<file path="config.mk">
export PLATFORM = sky130hd
export DESIGN_NAME = uart_echo_demo
export DESIGN_NICKNAME = d
export VERILOG_FILES = /design/src/rtl/uart_echo_demo.sv
export SDC_FILE = /design/constraint.sdc
export NUM_CORES = 1
export LEC_CHECK = 0
export CAP_MARGIN = 20
export CORE_MARGIN = 10
export CORE_UTILIZATION = 50
export CTS_CLUSTER_DIAMETER = 60
export DETAILED_ROUTE_END_ITERATION = 12
export GPL_TIMING_DRIVEN = 0
export PLACE_DENSITY = 0.66
export SLEW_MARGIN = 10
export SYNTH_ARGS = -nofsm -noshare
export SYNTH_HDL_FRONTEND = slang
export SYNTH_HIERARCHICAL = 1
export SYNTH_SLANG_ARGS = --single-unit
</file>
<file path="constraint.sdc">
create_clock -name clk -period 2.2 [get_ports clk]
set_input_delay 0.44 -clock clk [delete_from_list [all_inputs] [get_ports clk]]
set_output_delay 0.44 -clock clk [all_outputs]
set_load 0.02 [all_outputs]
</file>
<file path="src/rtl/uart_echo_demo.sv">
// UART echo demo: receives 8N1 bytes on uart_rx and retransmits each valid byte on uart_tx.
// Holds one byte between the receiver and the baud-paced serializer.

module baud_pulse_gen #(
    parameter int DIV = 217
) (
    input  logic clk,
    input  logic rst,
    input  logic en,
    output logic baud_pulse
);
    localparam logic [15:0] DIV_M1 = 16'(DIV - 1);

    logic [15:0] cnt_r;

    // Bit-period divider, parked at zero while disabled so each frame starts aligned
    always_ff @(posedge clk) begin
        if (rst) begin
            cnt_r <= 16'd0;
        end else if (!en) begin
            cnt_r <= 16'd0;
        end else if (cnt_r == DIV_M1) begin
            cnt_r <= 16'd0;
        end else begin
            cnt_r <= cnt_r + 16'd1;
        end
    end

    assign baud_pulse = en && (cnt_r == DIV_M1);
endmodule

module uart_tx (
    input  logic       clk,
    input  logic       rst,
    input  logic       req,
    input  logic       baud_pulse,
    input  logic [7:0] data,
    output logic       busy,
    output logic       tx
);
    localparam logic [1:0] IDLE  = 2'b00;
    localparam logic [1:0] START = 2'b01;
    localparam logic [1:0] STOP  = 2'b10;
    localparam logic [1:0] DATA  = 2'b11;

    logic [1:0] state_r;
    logic [2:0] data_baud_cnt_r;
    logic [7:0] data_r;
    logic       busy_r;
    logic       tx_r;
    logic [2:0] next_cnt_s;
    logic [2:0] bit_idx_s;

    // The line index of the next data bit follows the down-counter, LSB first
    assign next_cnt_s = data_baud_cnt_r - 3'd1;
    assign bit_idx_s  = 3'd7 - next_cnt_s;

    // Frame sequencer: start, eight data bits, stop, each one baud pulse long
    always_ff @(posedge clk) begin
        if (rst) begin
            state_r         <= IDLE;
            data_baud_cnt_r <= 3'd0;
            data_r          <= 8'd0;
            busy_r          <= 1'b0;
            tx_r            <= 1'b1;
        end else begin
            case (state_r)
                IDLE: begin
                    if (req) begin
                        data_r  <= data;
                        busy_r  <= 1'b1;
                        tx_r    <= 1'b0;
                        state_r <= START;
                    end
                end
                START: begin
                    if (baud_pulse) begin
                        tx_r            <= data_r[0];
                        data_baud_cnt_r <= 3'd7;
                        state_r         <= DATA;
                    end
                end
                DATA: begin
                    if (baud_pulse) begin
                        if (data_baud_cnt_r == 3'd0) begin
                            tx_r    <= 1'b1;
                            state_r <= STOP;
                        end else begin
                            data_baud_cnt_r <= next_cnt_s;
                            tx_r            <= data_r[bit_idx_s];
                        end
                    end
                end
                STOP: begin
                    if (baud_pulse) begin
                        busy_r  <= 1'b0;
                        state_r <= IDLE;
                    end
                end
                default: begin
                    state_r <= IDLE;
                    busy_r  <= 1'b0;
                    tx_r    <= 1'b1;
                end
            endcase
        end
    end

    assign busy = busy_r;
    assign tx   = tx_r;
endmodule

module uart_rx_core #(
    parameter int DIV = 217
) (
    input  logic       clk,
    input  logic       rst,
    input  logic       rx,
    output logic       rx_valid,
    output logic [7:0] rx_data
);
    localparam logic [15:0] DIV_M1  = 16'(DIV - 1);
    localparam logic [15:0] HALF_M1 = 16'((DIV / 2) - 1);

    localparam logic [1:0] RX_IDLE  = 2'b00;
    localparam logic [1:0] RX_START = 2'b01;
    localparam logic [1:0] RX_DATA  = 2'b10;
    localparam logic [1:0] RX_STOP  = 2'b11;

    logic        rx_meta_r;
    logic        rx_sync_r;
    logic        rx_prev_r;
    logic [1:0]  state_r;
    logic [15:0] cnt_r;
    logic [2:0]  bit_cnt_r;
    logic [7:0]  shift_r;
    logic        rx_valid_r;
    logic [7:0]  rx_data_r;

    // Two-flop synchronizer plus one history stage for falling-edge detection
    always_ff @(posedge clk) begin
        if (rst) begin
            rx_meta_r <= 1'b1;
            rx_sync_r <= 1'b1;
            rx_prev_r <= 1'b1;
        end else begin
            rx_meta_r <= rx;
            rx_sync_r <= rx_meta_r;
            rx_prev_r <= rx_sync_r;
        end
    end

    // Mid-bit sampler; a start bit that is high again at half a bit is a glitch
    always_ff @(posedge clk) begin
        if (rst) begin
            state_r    <= RX_IDLE;
            cnt_r      <= 16'd0;
            bit_cnt_r  <= 3'd0;
            shift_r    <= 8'd0;
            rx_valid_r <= 1'b0;
            rx_data_r  <= 8'd0;
        end else begin
            rx_valid_r <= 1'b0;
            case (state_r)
                RX_IDLE: begin
                    cnt_r     <= 16'd0;
                    bit_cnt_r <= 3'd0;
                    if (rx_prev_r && !rx_sync_r) begin
                        state_r <= RX_START;
                    end
                end
                RX_START: begin
                    if (cnt_r == HALF_M1) begin
                        cnt_r   <= 16'd0;
                        state_r <= rx_sync_r ? RX_IDLE : RX_DATA;
                    end else begin
                        cnt_r <= cnt_r + 16'd1;
                    end
                end
                RX_DATA: begin
                    if (cnt_r == DIV_M1) begin
                        cnt_r     <= 16'd0;
                        shift_r   <= {rx_sync_r, shift_r[7:1]};
                        bit_cnt_r <= bit_cnt_r + 3'd1;
                        if (bit_cnt_r == 3'd7) begin
                            state_r <= RX_STOP;
                        end
                    end else begin
                        cnt_r <= cnt_r + 16'd1;
                    end
                end
                RX_STOP: begin
                    if (cnt_r == DIV_M1) begin
                        cnt_r   <= 16'd0;
                        state_r <= RX_IDLE;
                        if (rx_sync_r) begin
                            rx_valid_r <= 1'b1;
                            rx_data_r  <= shift_r;
                        end
                    end else begin
                        cnt_r <= cnt_r + 16'd1;
                    end
                end
                default: begin
                    state_r <= RX_IDLE;
                    cnt_r   <= 16'd0;
                end
            endcase
        end
    end

    assign rx_valid = rx_valid_r;
    assign rx_data  = rx_data_r;
endmodule

module uart_echo_demo #(
    parameter int CLK_FREQ  = 25_000_000,
    parameter int BAUD_RATE = 115200
) (
    input  logic clk,
    input  logic rst,
    input  logic uart_rx,
    output logic uart_tx
);
    localparam int DIV = CLK_FREQ / BAUD_RATE;

    logic       rx_valid_s;
    logic [7:0] rx_data_s;
    logic       hold_full_r;
    logic [7:0] hold_data_r;
    logic       req_r;
    logic [7:0] req_data_r;
    logic       clr_s;
    logic       tx_busy_s;
    logic       baud_pulse_s;
    logic       tx_s;

    uart_rx_core #(.DIV(DIV)) u_rx (
        .clk      (clk),
        .rst      (rst),
        .rx       (uart_rx),
        .rx_valid (rx_valid_s),
        .rx_data  (rx_data_s)
    );

    // req_r blocks a second launch in the cycle before busy rises
    assign clr_s = hold_full_r && !tx_busy_s && !req_r;

    // One-byte holding register; the launched byte is copied so a refill cannot corrupt it
    always_ff @(posedge clk) begin
        if (rst) begin
            hold_full_r <= 1'b0;
            hold_data_r <= 8'd0;
            req_r       <= 1'b0;
            req_data_r  <= 8'd0;
        end else begin
            req_r <= clr_s;
            if (clr_s) begin
                req_data_r <= hold_data_r;
            end
            if (rx_valid_s && (!hold_full_r || clr_s)) begin
                hold_data_r <= rx_data_s;
                hold_full_r <= 1'b1;
            end else if (clr_s) begin
                hold_full_r <= 1'b0;
            end
        end
    end

    baud_pulse_gen #(.DIV(DIV)) u_bpg (
        .clk        (clk),
        .rst        (rst),
        .en         (tx_busy_s),
        .baud_pulse (baud_pulse_s)
    );

    uart_tx u_tx (
        .clk        (clk),
        .rst        (rst),
        .req        (req_r),
        .baud_pulse (baud_pulse_s),
        .data       (req_data_r),
        .busy       (tx_busy_s),
        .tx         (tx_s)
    );

    assign uart_tx = tx_s;
endmodule

</file>
==> impl_metrics.yaml <==
global_route:
  grt_max_degree: 17
  overflow: 0
  grt_first_pass_wirelength_mm: 13.5
  track_usage_pct: 13.4
  grt_pass1_vias: 3011
  grt_antenna_before_repair: 0
placement:
  portBuffers: 3
  gp_congestion: 0.772
  dp_worst_setup_slack_ns: -0.0697
  dp_hpwl_mm: 5.42
clock_network:
  clkTransAtPathRegs_ns: 0.09
  cts_tree: "done"
  insertion_delay_ns: 0.35
  cts.sinks: 90
  htreeDepth: 3
  cts_inserted_buffers: 9
  ctsHoldBuffers: 0
  cts_root_buf: "clkbuf_8"
  clockBufferDepth: 2
synth:
  synth_edf_count: 0
  yosysUniqueCellTypes: 60
  syn-num-nets: 457
  syn_inst: 446
  synthArstFlopShare_pct: 0
  syn_area_sq_um: 4050
  syn_avg_cell_area_sq_um: 9.09
  ys.flop_type: "dfxtp_1"
  yosysWarnings: 6
  synth-seq-cells: 90
  ys_seq_area_share_pct: 44.5
die:
  core-area_sq_um: 7810
  start_util_pct: 51.9
  die_h_um: 110
  rows: 32
  ioPinCount: 4
  fp.dieW_um: 110
  fp.dieArea_sq_um: 12100
cells_and_area:
  diodes: 0
  multiInputGateArea_sq_um: 2070
  syn_to_final_growth_pct: 10.2
  finalNetCount: 472
  regArea_sq_um: 1800
  fill_cells: 716
  layout-drive-gt1-share_pct: 12.7
sta:
  whs_ns: 0.415
  maxSlewViolCount: 0
  finalCriticalPeriod_ns: 2.08
  slew_headroom_pct: 39.1
  finalClockSkew_ns: 0.00942
  min_period_over_period_pct: 94.5
  tightest_slew_ns: 0.907
  hold_violations: 0
  finalWorstSetupSlack_ns: 0.122
  rsz0062_at_grt: "false"
  fmax_mhz: 481
  setup_viol_count_final: 0
detailed_routing:
  vias: 3107
  avgRoutedWirePerCell_um: 13.4
  via_per_inst: 5.47
  drc: 0
  dr.first_iter.drc_count: 68
  final_antenna_net_count: 0
  first_pass_iters: 4
  wl_mm: 7.59
pwr:
  ir_drop_mv: 0.243
  cellLeakagePower_nw: 1.43
  power_density_nw_per_um2: 665
setup_path:
  end_kind: "flop"
  start_kind: "flop"
  crit_required_ns: 2.41
  cp_data_arrival_time_ns: 2.29
  path_max_fanout: 6
  critical_path_class: "reg -> reg"
min_path:
  hold_path.class: "reg -> reg"
flow_run:
  max-cap-violations: 0
outcome:
  outcome: "completed"
-- where the power goes --
group	total, mW	switching [mW]	internal (mW)
logic	0.0744	0.0498	0.0245
clock network	1.25	0.600	0.651
registers	1.64	0.00787	1.64
-- final timing paths --
path,depth (start not counted),from,slack [ns],endpoint
hold reg to reg,1,u_rx/rx_meta_r,0.42,u_rx/rx_sync_r
hold / removal,1,u_rx/rx_meta_r,0.42,u_rx/rx_sync_r
setup / recovery,8,u_bpg/cnt_r[0],0.12,u_tx/data_baud_cnt_r[2]
setup reg to reg,8,u_bpg/cnt_r[0],0.12,u_tx/data_baud_cnt_r[2]
-- cell usage in the layout, fill, tap and decap left out, types with 7 or more instances in the layout --
cell	n
a21bo_2	8
a21oi_1	33
clkbuf_1	8
clkbuf_8	9
dfxtp_1	90
ha_1	8
inv_1	21
mux2i_1	16
nand2_1	18
nand3_1	34
nand4_1	18
nor2_1	51
o21ai_0	26
or3_1	7
xnor2_1	15
-- logic make-up after synthesis --
group | synth area share (%)
XOR/XNOR | 4.54
multiplexers | 5.53
AO/OA/AOI/OAI | 14.0
adder cells (fa/ha/maj) | 2.47
buffers and inverters | 5.09
flip-flops | 44.5
AND/OR/NAND/NOR | 23.9
-- critical path, cell delays in order (launching register included) --
cell      delay (ns)
dfxtp_1         0.37
inv_1           0.08
ha_1            0.15
or3b_2          0.48
nor4_4          0.17
and2_4          0.21
nand2_1         0.12
nor3b_2         0.25
a221oi_1        0.11
-- state kept, by name (all words and copies together), names as in the netlist, 2 cells and up, named ones only --
name / count
u_rx/cnt_r: 16
u_tx/data_baud_cnt_r: 3
u_tx/data_r: 8
u_rx/rx_data: 8
u_rx/bit_cnt_r: 3
hold_data_r: 8
u_rx/shift_r: 8
u_tx/state_r: 2
u_bpg/cnt_r: 16
req_data_r: 8
-- cell usage after synthesis, types with 2 or more instances --
cell type / count / area [sq um]
dfxtp_1: 90 / 1800
nor2_1: 51 / 191
nand3_1: 34 / 170
a21oi_1: 33 / 165
o21ai_0: 26 / 130
inv_1: 21 / 78.8
nand2_1: 18 / 67.6
nand4_1: 18 / 113
mux2i_1: 16 / 160
xnor2_1: 15 / 131
a21bo_2: 8 / 80.1
clkbuf_1: 8 / 30.0
ha_1: 8 / 100
or3_1: 7 / 43.8
buf_2: 6 / 30.0
nor3_1: 6 / 30.0
xor2_1: 6 / 52.6
a31oi_1: 5 / 31.3
nor4_1: 5 / 31.3
buf_6: 4 / 45.0
or2_2: 4 / 25.0
a221oi_1: 3 / 26.3
and2_1: 3 / 18.8
buf_4: 3 / 22.5
nor2b_1: 3 / 18.8
or4_1: 3 / 22.5
and3_1: 2 / 12.5
and4_1: 2 / 17.5
mux4_1: 2 / 52.6
nand3_2: 2 / 20.0
nand4b_1: 2 / 17.5
nor3b_1: 2 / 15.0
or2_0: 2 / 12.5
or2_1: 2 / 12.5
-- timing repair --
item | in CTS | in global routing
pin swaps | 0 | 1
resized for setup | 2 | 2
setup endpoints to repair | 2 | 2
setup buffers | 0 | 1
-- through the flow --
step	cells	utilization (%)	total power [mW]	cell area [sq um]	setup TNS (ns)
6_report	568	57.2	2.97	4460	0
5_1_grt	568	57.2	3.09	4460	0
4_1_cts	567	57.0	3.00	4450	0
3_5_place_dp	551	53.9	1.76	4210	-0.139
3_3_place_gp	551	53.9	1.75	4210	-0.0820
2_1_floorplan	446	-	1.73	4050	0
-- metal layers --
layer  global-route usage, %  up-vias  part of all wire [%]  wire length, um
li1                        -     1618                     -                -
met1                    16.9     1461                    50             3770
met2                    22.1       21                    47             3580
met3                    2.96        7                   2.3              174
met4                    4.74        0                  0.82               62
met5                       0        -                     0                0
-- area by class of cell --
cell class              instances  area share [%]
repair buffers                  4           0.841
clock buffers                   9            2.77
flip-flops and latches         90            40.4
clock inverters                 7            2.27
inverters                      21            1.77
well taps                     102            2.86
multi-input cells             314            46.3
plain buffers                  21            2.86
Power figures use the tool's default switching activity.
==> patch 1: new RTL, same flow settings <==
Register the input `uart_rx` before use, cleared by the reset. The logic sees it one clock later.
--- a/src/rtl/uart_echo_demo.sv
+++ b/src/rtl/uart_echo_demo.sv
@@ -224,6 +224,16 @@
 );
     localparam int DIV = CLK_FREQ / BAUD_RATE;
 
+    logic uart_rx_q;
+
+    always_ff @(posedge clk) begin
+        if (rst) begin
+            uart_rx_q <= '0;
+        end else begin
+            uart_rx_q <= uart_rx;
+        end
+    end
+
     logic       rx_valid_s;
     logic [7:0] rx_data_s;
     logic       hold_full_r;
@@ -238,7 +248,7 @@
     uart_rx_core #(.DIV(DIV)) u_rx (
         .clk      (clk),
         .rst      (rst),
-        .rx       (uart_rx),
+        .rx       (uart_rx_q),
         .rx_valid (rx_valid_s),
         .rx_data  (rx_data_s)
     );
Check against the original RTL: same outputs for any inputs over 10 cycles, from zero or initial values and one cycle with rst high; that may be too few to reach the edited logic, so the function may still have changed.
==> patch 1 against the unedited design <==
Total power up 0.49%; wire length down 2.0%; die area unchanged; worst setup slack better by 0.013 ns; sequential share of layout area up 0.61 points; final area down 0.39%; synthesized cell count down 1.1%; core utilization down 0.22 points; area after synthesis unchanged; sequential cell count up 1.
==> patch 1: results (changes against the unedited design) <==
| Metric | Value |
|---|---|
| Status | complete, no violations (unchanged) |
| Worst Clk Skew | 0.0117 ns (was 0.00942 ns) |
| Share of cells above drive strength 1 | 12.6% (was 12.7%) |
| Vias in the first global route | 2879 (was 3011) |
| DP Worst Slack | -0.230 ns (was -0.0697 ns) |
| Worst flop-to-flop path startpoint | u_bpg/cnt_r[9]$_SDFF_PP0_ (was u_bpg/cnt_r[0]$_SDFF_PP0_) |
| Measured slew at the worst slew-check pin | 0.624 ns (was 0.907 ns) |
| Critical path arrival | 2.35 ns (was 2.29 ns) |
| VDD IR-drop max | 0.000415 V (was 0.000243 V) |
| Synthesized Nets | 452 (was 457) |
| Antenna cells | 0 (unchanged) |
| Main area contributors after synthesis | dfxtp_1, a21oi_1, nand3_1, mux2i_1, xnor2_1 (was dfxtp_1, nor2_1, nand3_1, a21oi_1, mux2i_1) |
| M3 GR Usage | 4.06% (was 2.96%) |
| Commonest cells post-synth | dfxtp_1, a21oi_1, nand3_1 (was dfxtp_1, nor2_1, nand3_1) |
| Post-synthesis sequential area ratio | 45.0% (was 44.5%) |
| Placed cells | 546 (was 551) |
| Met2 Track Usage GR | 21.5% (was 22.1%) |
| DRT iter0 DRCs | 126 (was 68) |
| Htree depth | 3 (unchanged) |
| Mapped Cells | 441 (was 446) |
| Drt wl/cell | 13.3 um (was 13.4 um) |
| Drt total wl | 7440 um (was 7590 um) |
| GR Util All Layers | 13.1% (was 13.4%) |
| XOR/XNOR Fraction of Synth Area | 5.19% (was 4.54%) |
| First-pass GRT wire length | 13200 um (was 13500 um) |
| Leak pwr | 1.41 nW (was 1.43 nW) |
| Fin nets | 465 (was 472) |
| Crit-path slowest cell | or4_1 (was or3b_2) |
| CP Max Fanout | 7 (was 6) |
| Netlist cell types | 57 (was 60) |
| Peak per-stage delay on the critical path | 0.59 ns (was 0.48 ns) |
| Compound-cell area share of the yosys netlist | 15.1% (was 14.0%) |
| Met1 Usage GRT | 16.5% (was 16.9%) |
| Final HPWL DP | 5270 um (was 5420 um) |
-- patch 1: cell count changes after synthesis, sizes merged, moves of 5 or more --
cell	unedited run	this run
nand3	36	42
nand4	19	11
nor2	51	37
a21oi	34	45
inv	21	16
-- patch 1: final timing paths --
path                                     endpoint  slack (ns)  cells past startpoint
max reg2reg  u_tx/data_baud_cnt_r[2]$_SDFFE_PP0P_        0.14                      6
min reg2reg             u_rx/rx_meta_r$_SDFF_PP1_        0.42                      1
min                     u_rx/rx_meta_r$_SDFF_PP1_        0.42                      1
max          u_tx/data_baud_cnt_r[2]$_SDFFE_PP0P_        0.14                      6
-- patch 1: area by class of cell --
cell class	count	area [sq um]
fill	722	3360
multi-input combinational	307	2030
sequential	91	1820
buffer	26	156
tap	102	128
clock buffer	9	124
clock inverter	7	98.8
inverter	16	60.1
timing repair buffer	3	30.0
-- patch 1: layer usage --
metal  vias to the layer above  part of all wire [%]
li1                       1598                     -
met1                      1402                    50
met2                        29                    47
met3                         8                   2.6
met4                         0                  0.77
met5                         -                     0
-- patch 1: what timing repair did --
action,CTS,global route
pin swaps,0,0
setup endpoints to repair,10,21
gates resized for setup,0,4
-- patch 1: logic make-up after synthesis --
logic type      Yosys count
xor+xnor                 24
compound gates           98
simple gates            158
buf+inv                  43
mux                      19
fa+ha+maj                 8
flops                    91
-- patch 1: metrics by stage --
stage	power, W	util (%)
final	0.00298	57.0
after detailed placement	0.00178	53.9
after global routing	0.00310	57.0
after CTS	0.00302	56.7
after floorplan	0.00175	-
after global placement	0.00178	53.9
-- patch 1: power by group --
| part | switching (W) | internal (W) | leakage, nW | total (W) |
|---|---|---|---|---|
| registers | 0.00000980 | 0.00166 | 0.734 | 0.00167 |
| logic | 0.0000467 | 0.0000262 | 0.569 | 0.0000729 |
| clock network | 0.000597 | 0.000648 | 0.110 | 0.00125 |
| total | 0.000654 | 0.00233 | 1.41 | 0.00298 |
==> patch 2: new RTL, config.mk and constraints unchanged <==
Made on the original files. Set the parameter `CLK_FREQ` to 12_500_000 (it was 25_000_000).
--- a/src/rtl/uart_echo_demo.sv
+++ b/src/rtl/uart_echo_demo.sv
@@ -214,7 +214,7 @@
 endmodule
 
 module uart_echo_demo #(
-    parameter int CLK_FREQ  = 25_000_000,
+    parameter int CLK_FREQ  = 12_500_000,
     parameter int BAUD_RATE = 115200
 ) (
     input  logic clk,
Check against the original RTL: no difference found for any inputs over 10 cycles, from zero or initial values and one cycle with rst high; that may be too few to reach the edited logic, so the function may still have changed.
==> patch 2 against the unedited design <==
Critical path depth fell by 2; count of clock-buffer cells in the layout rose by 1; sequential share of layout area fell by 0.31 points; sequential cell count did not move; core utilization rose by 0.15 points; worst setup slack improved by 0.019 ns; area after synthesis rose by 0.56%; wire length fell by 11%; final cell count fell by 4.9%; clock power rose by 9%; final area rose by 0.78%; total power rose by 3.4%; critical path type is now input pin to flip-flop; critical endpoint is now u_rx/cnt_r[15]$_SDFF_PP0_; highest routed layer unchanged.
==> patch 2: results (changes against the unedited design) <==
| Metric | Value |
|---|---|
| Status | complete, no violations (unchanged) |
| Routed vias/inst | 5.32 (was 5.47) |
| Antenna cells | 0 (unchanged) |
| Drt wl/cell | 12.5 um (was 13.4 um) |
| CTS buffer count | 9 (unchanged) |
| HP Class | flip-flop to flip-flop (unchanged) |
| Area after DPL | 0.00423 sq mm (was 0.00421 sq mm) |
| DP Worst Slack | -0.237 ns (was -0.0697 ns) |
| GR Util All Layers | 12.1% (was 13.4%) |
| Fin nets | 443 (was 472) |
| Clock Pin Slew Worst Setup and Hold Paths | around 0.080 ns |
| Drc violations | 0 (unchanged) |
| Worst Clk Skew | 0.00971 ns (was 0.00942 ns) |
| Critical path arrival | roughly 2.3 ns |
| Largest net degree at the start of global routing | 16 (was 17) |
| VDD IR-drop max | 0.000486 V (was 0.000243 V) |
| DRT iter0 DRCs | 68 (unchanged) |
| Max-slew headroom | 68.5% (was 39.1%) |
| Main area contributors after synthesis | dfxtp_1, mux2i_1, nor2_1, xnor2_1, nand3_1 (was dfxtp_1, nor2_1, nand3_1, a21oi_1, mux2i_1) |
| Prevailing post-synth register cell | dfxtp_1 (unchanged) |
| Total number of vias | 2873 (was 3107) |
| Htree depth | 3 (unchanged) |
| Clock root cell | clkbuf_8 (unchanged) |
| Initial antenna violation count | 0 (unchanged) |
| Yosys warns | 6 (unchanged) |
| GP Congestion | 0.741 (was 0.772) |
| Drt first pass iters | 4 (unchanged) |
| Post-synth ARST share | 0% (unchanged) |
| Commonest cells post-synth | dfxtp_1, nor2_1, mux2i_1 (was dfxtp_1, nor2_1, nand3_1) |
| Share of cells above drive strength 1 | 14.8% (was 12.7%) |
| Clk_lat worst skew | 0.35 ns (about the same) |
| Final HPWL DP | 4810 um (was 5420 um) |
| First-pass GRT wire length | 12200 um (was 13500 um) |
| Longest Clk Path Bufs | 2 (unchanged) |
| Leak pwr | 1.54 nW (was 1.43 nW) |
| Regs by FF count | u_bpg/cnt_r (16), u_rx/cnt_r (16) (unchanged) |
| CP Max Fanout | 10 (was 6) |
| Post-synthesis sequential area ratio | 44.2% (was 44.5%) |
| Postcts setup bufs | 0 (unchanged) |
| Synthesized Nets | 429 (was 457) |
| Netlist cell types | 57 (was 60) |
| Vias in the first global route | 2754 (was 3011) |
| Port Buffers | 3 (unchanged) |
==> patch 2: layout make-up <==
cell class                      count  area, sq um
Multi-Input combinational cell    291         2100
Buffer                             22          133
Tap cell                          102          128
Timing Repair Buffer                3         30.0
Clock buffer                       10          138
Inverter                           16         60.1
Sequential cell                    90         1800
Fill cell                         732         3350
Clock inverter                      6          114
==> patch 2: layer usage <==
metal | GRT usage (%) | up-vias | routed length, um
met5 | 0 | - | 0
met4 | 3.49 | 0 | 57
met3 | 3.71 | 8 | 190
met2 | 20.2 | 27 | 3180
met1 | 14.7 | 1344 | 3310
li1 | - | 1494 | -
==> patch 2: stage by stage <==
stage               utilization [%]  cells  setup TNS [ns]  hold slack [ns]  total power [W]
floorplan                         -    419               0            0.389          0.00173
global placement               53.9    524           -4.49            0.394          0.00175
detailed placement             53.9    524           -4.48            0.408          0.00175
CTS                            57.2    540               0            0.421          0.00312
global route                   57.3    540               0            0.424          0.00319
finish                         57.3    540               0            0.416          0.00307
==> patch 2: kinds of logic (layout without fill, tap and decap cells) <==
kind of cell	Yosys count	count (layout)	share of synthesized area, %
flops	90	90	44.2
buf+inv	38	57	4.73
mux	28	28	7.71
simple gates	172	172	25.6
compound gates	56	56	9.61
xor+xnor	28	28	6.02
fa+ha+maj	7	7	2.15
==> patch 2: critical path, cell delays in order <==
cell and delay [ns]:
clkdlybuf4s50_1 0.70, clkbuf_1 0.38, nand2b_1 0.29, a2bb2oi_4 0.26
buf_6 0.18, nor2_1 0.05
==> patch 2: timing repair <==
item / CTS / global route
gates resized for setup: 2 / 2
endpoints found under the hold margin: 0 / 0
pin swaps: 0 / 0
endpoints found under the setup margin: 2 / 2
==> patch 2: path summary, 6_finish.rpt <==
check / slack (ns) / to / from / cells past startpoint
hold reg to reg: 0.42 / u_rx/rx_sync_r$_SDFF_PP1_ / u_rx/rx_meta_r$_SDFF_PP1_ / 1
setup reg to reg: 0.20 / u_tx/data_baud_cnt_r[2]$_SDFFE_PP0P_ / u_bpg/cnt_r[0]$_SDFF_PP0_ / 7
hold / removal: 0.42 / u_rx/rx_sync_r$_SDFF_PP1_ / u_rx/rx_meta_r$_SDFF_PP1_ / 1
setup / recovery: 0.14 / u_rx/cnt_r[15]$_SDFF_PP0_ / rst / 6
==> patch 2: report_power, final <==
part / internal, W / leakage (nW) / total, W / switching [W]
Sequential: 0.00164 / 0.726 / 0.00165 / 0.0000115
Combinational: 0.0000256 / 0.695 / 0.0000677 / 0.0000422
Clock: 0.000787 / 0.119 / 0.00136 / 0.000569
Total: 0.00245 / 1.54 / 0.00307 / 0.000623
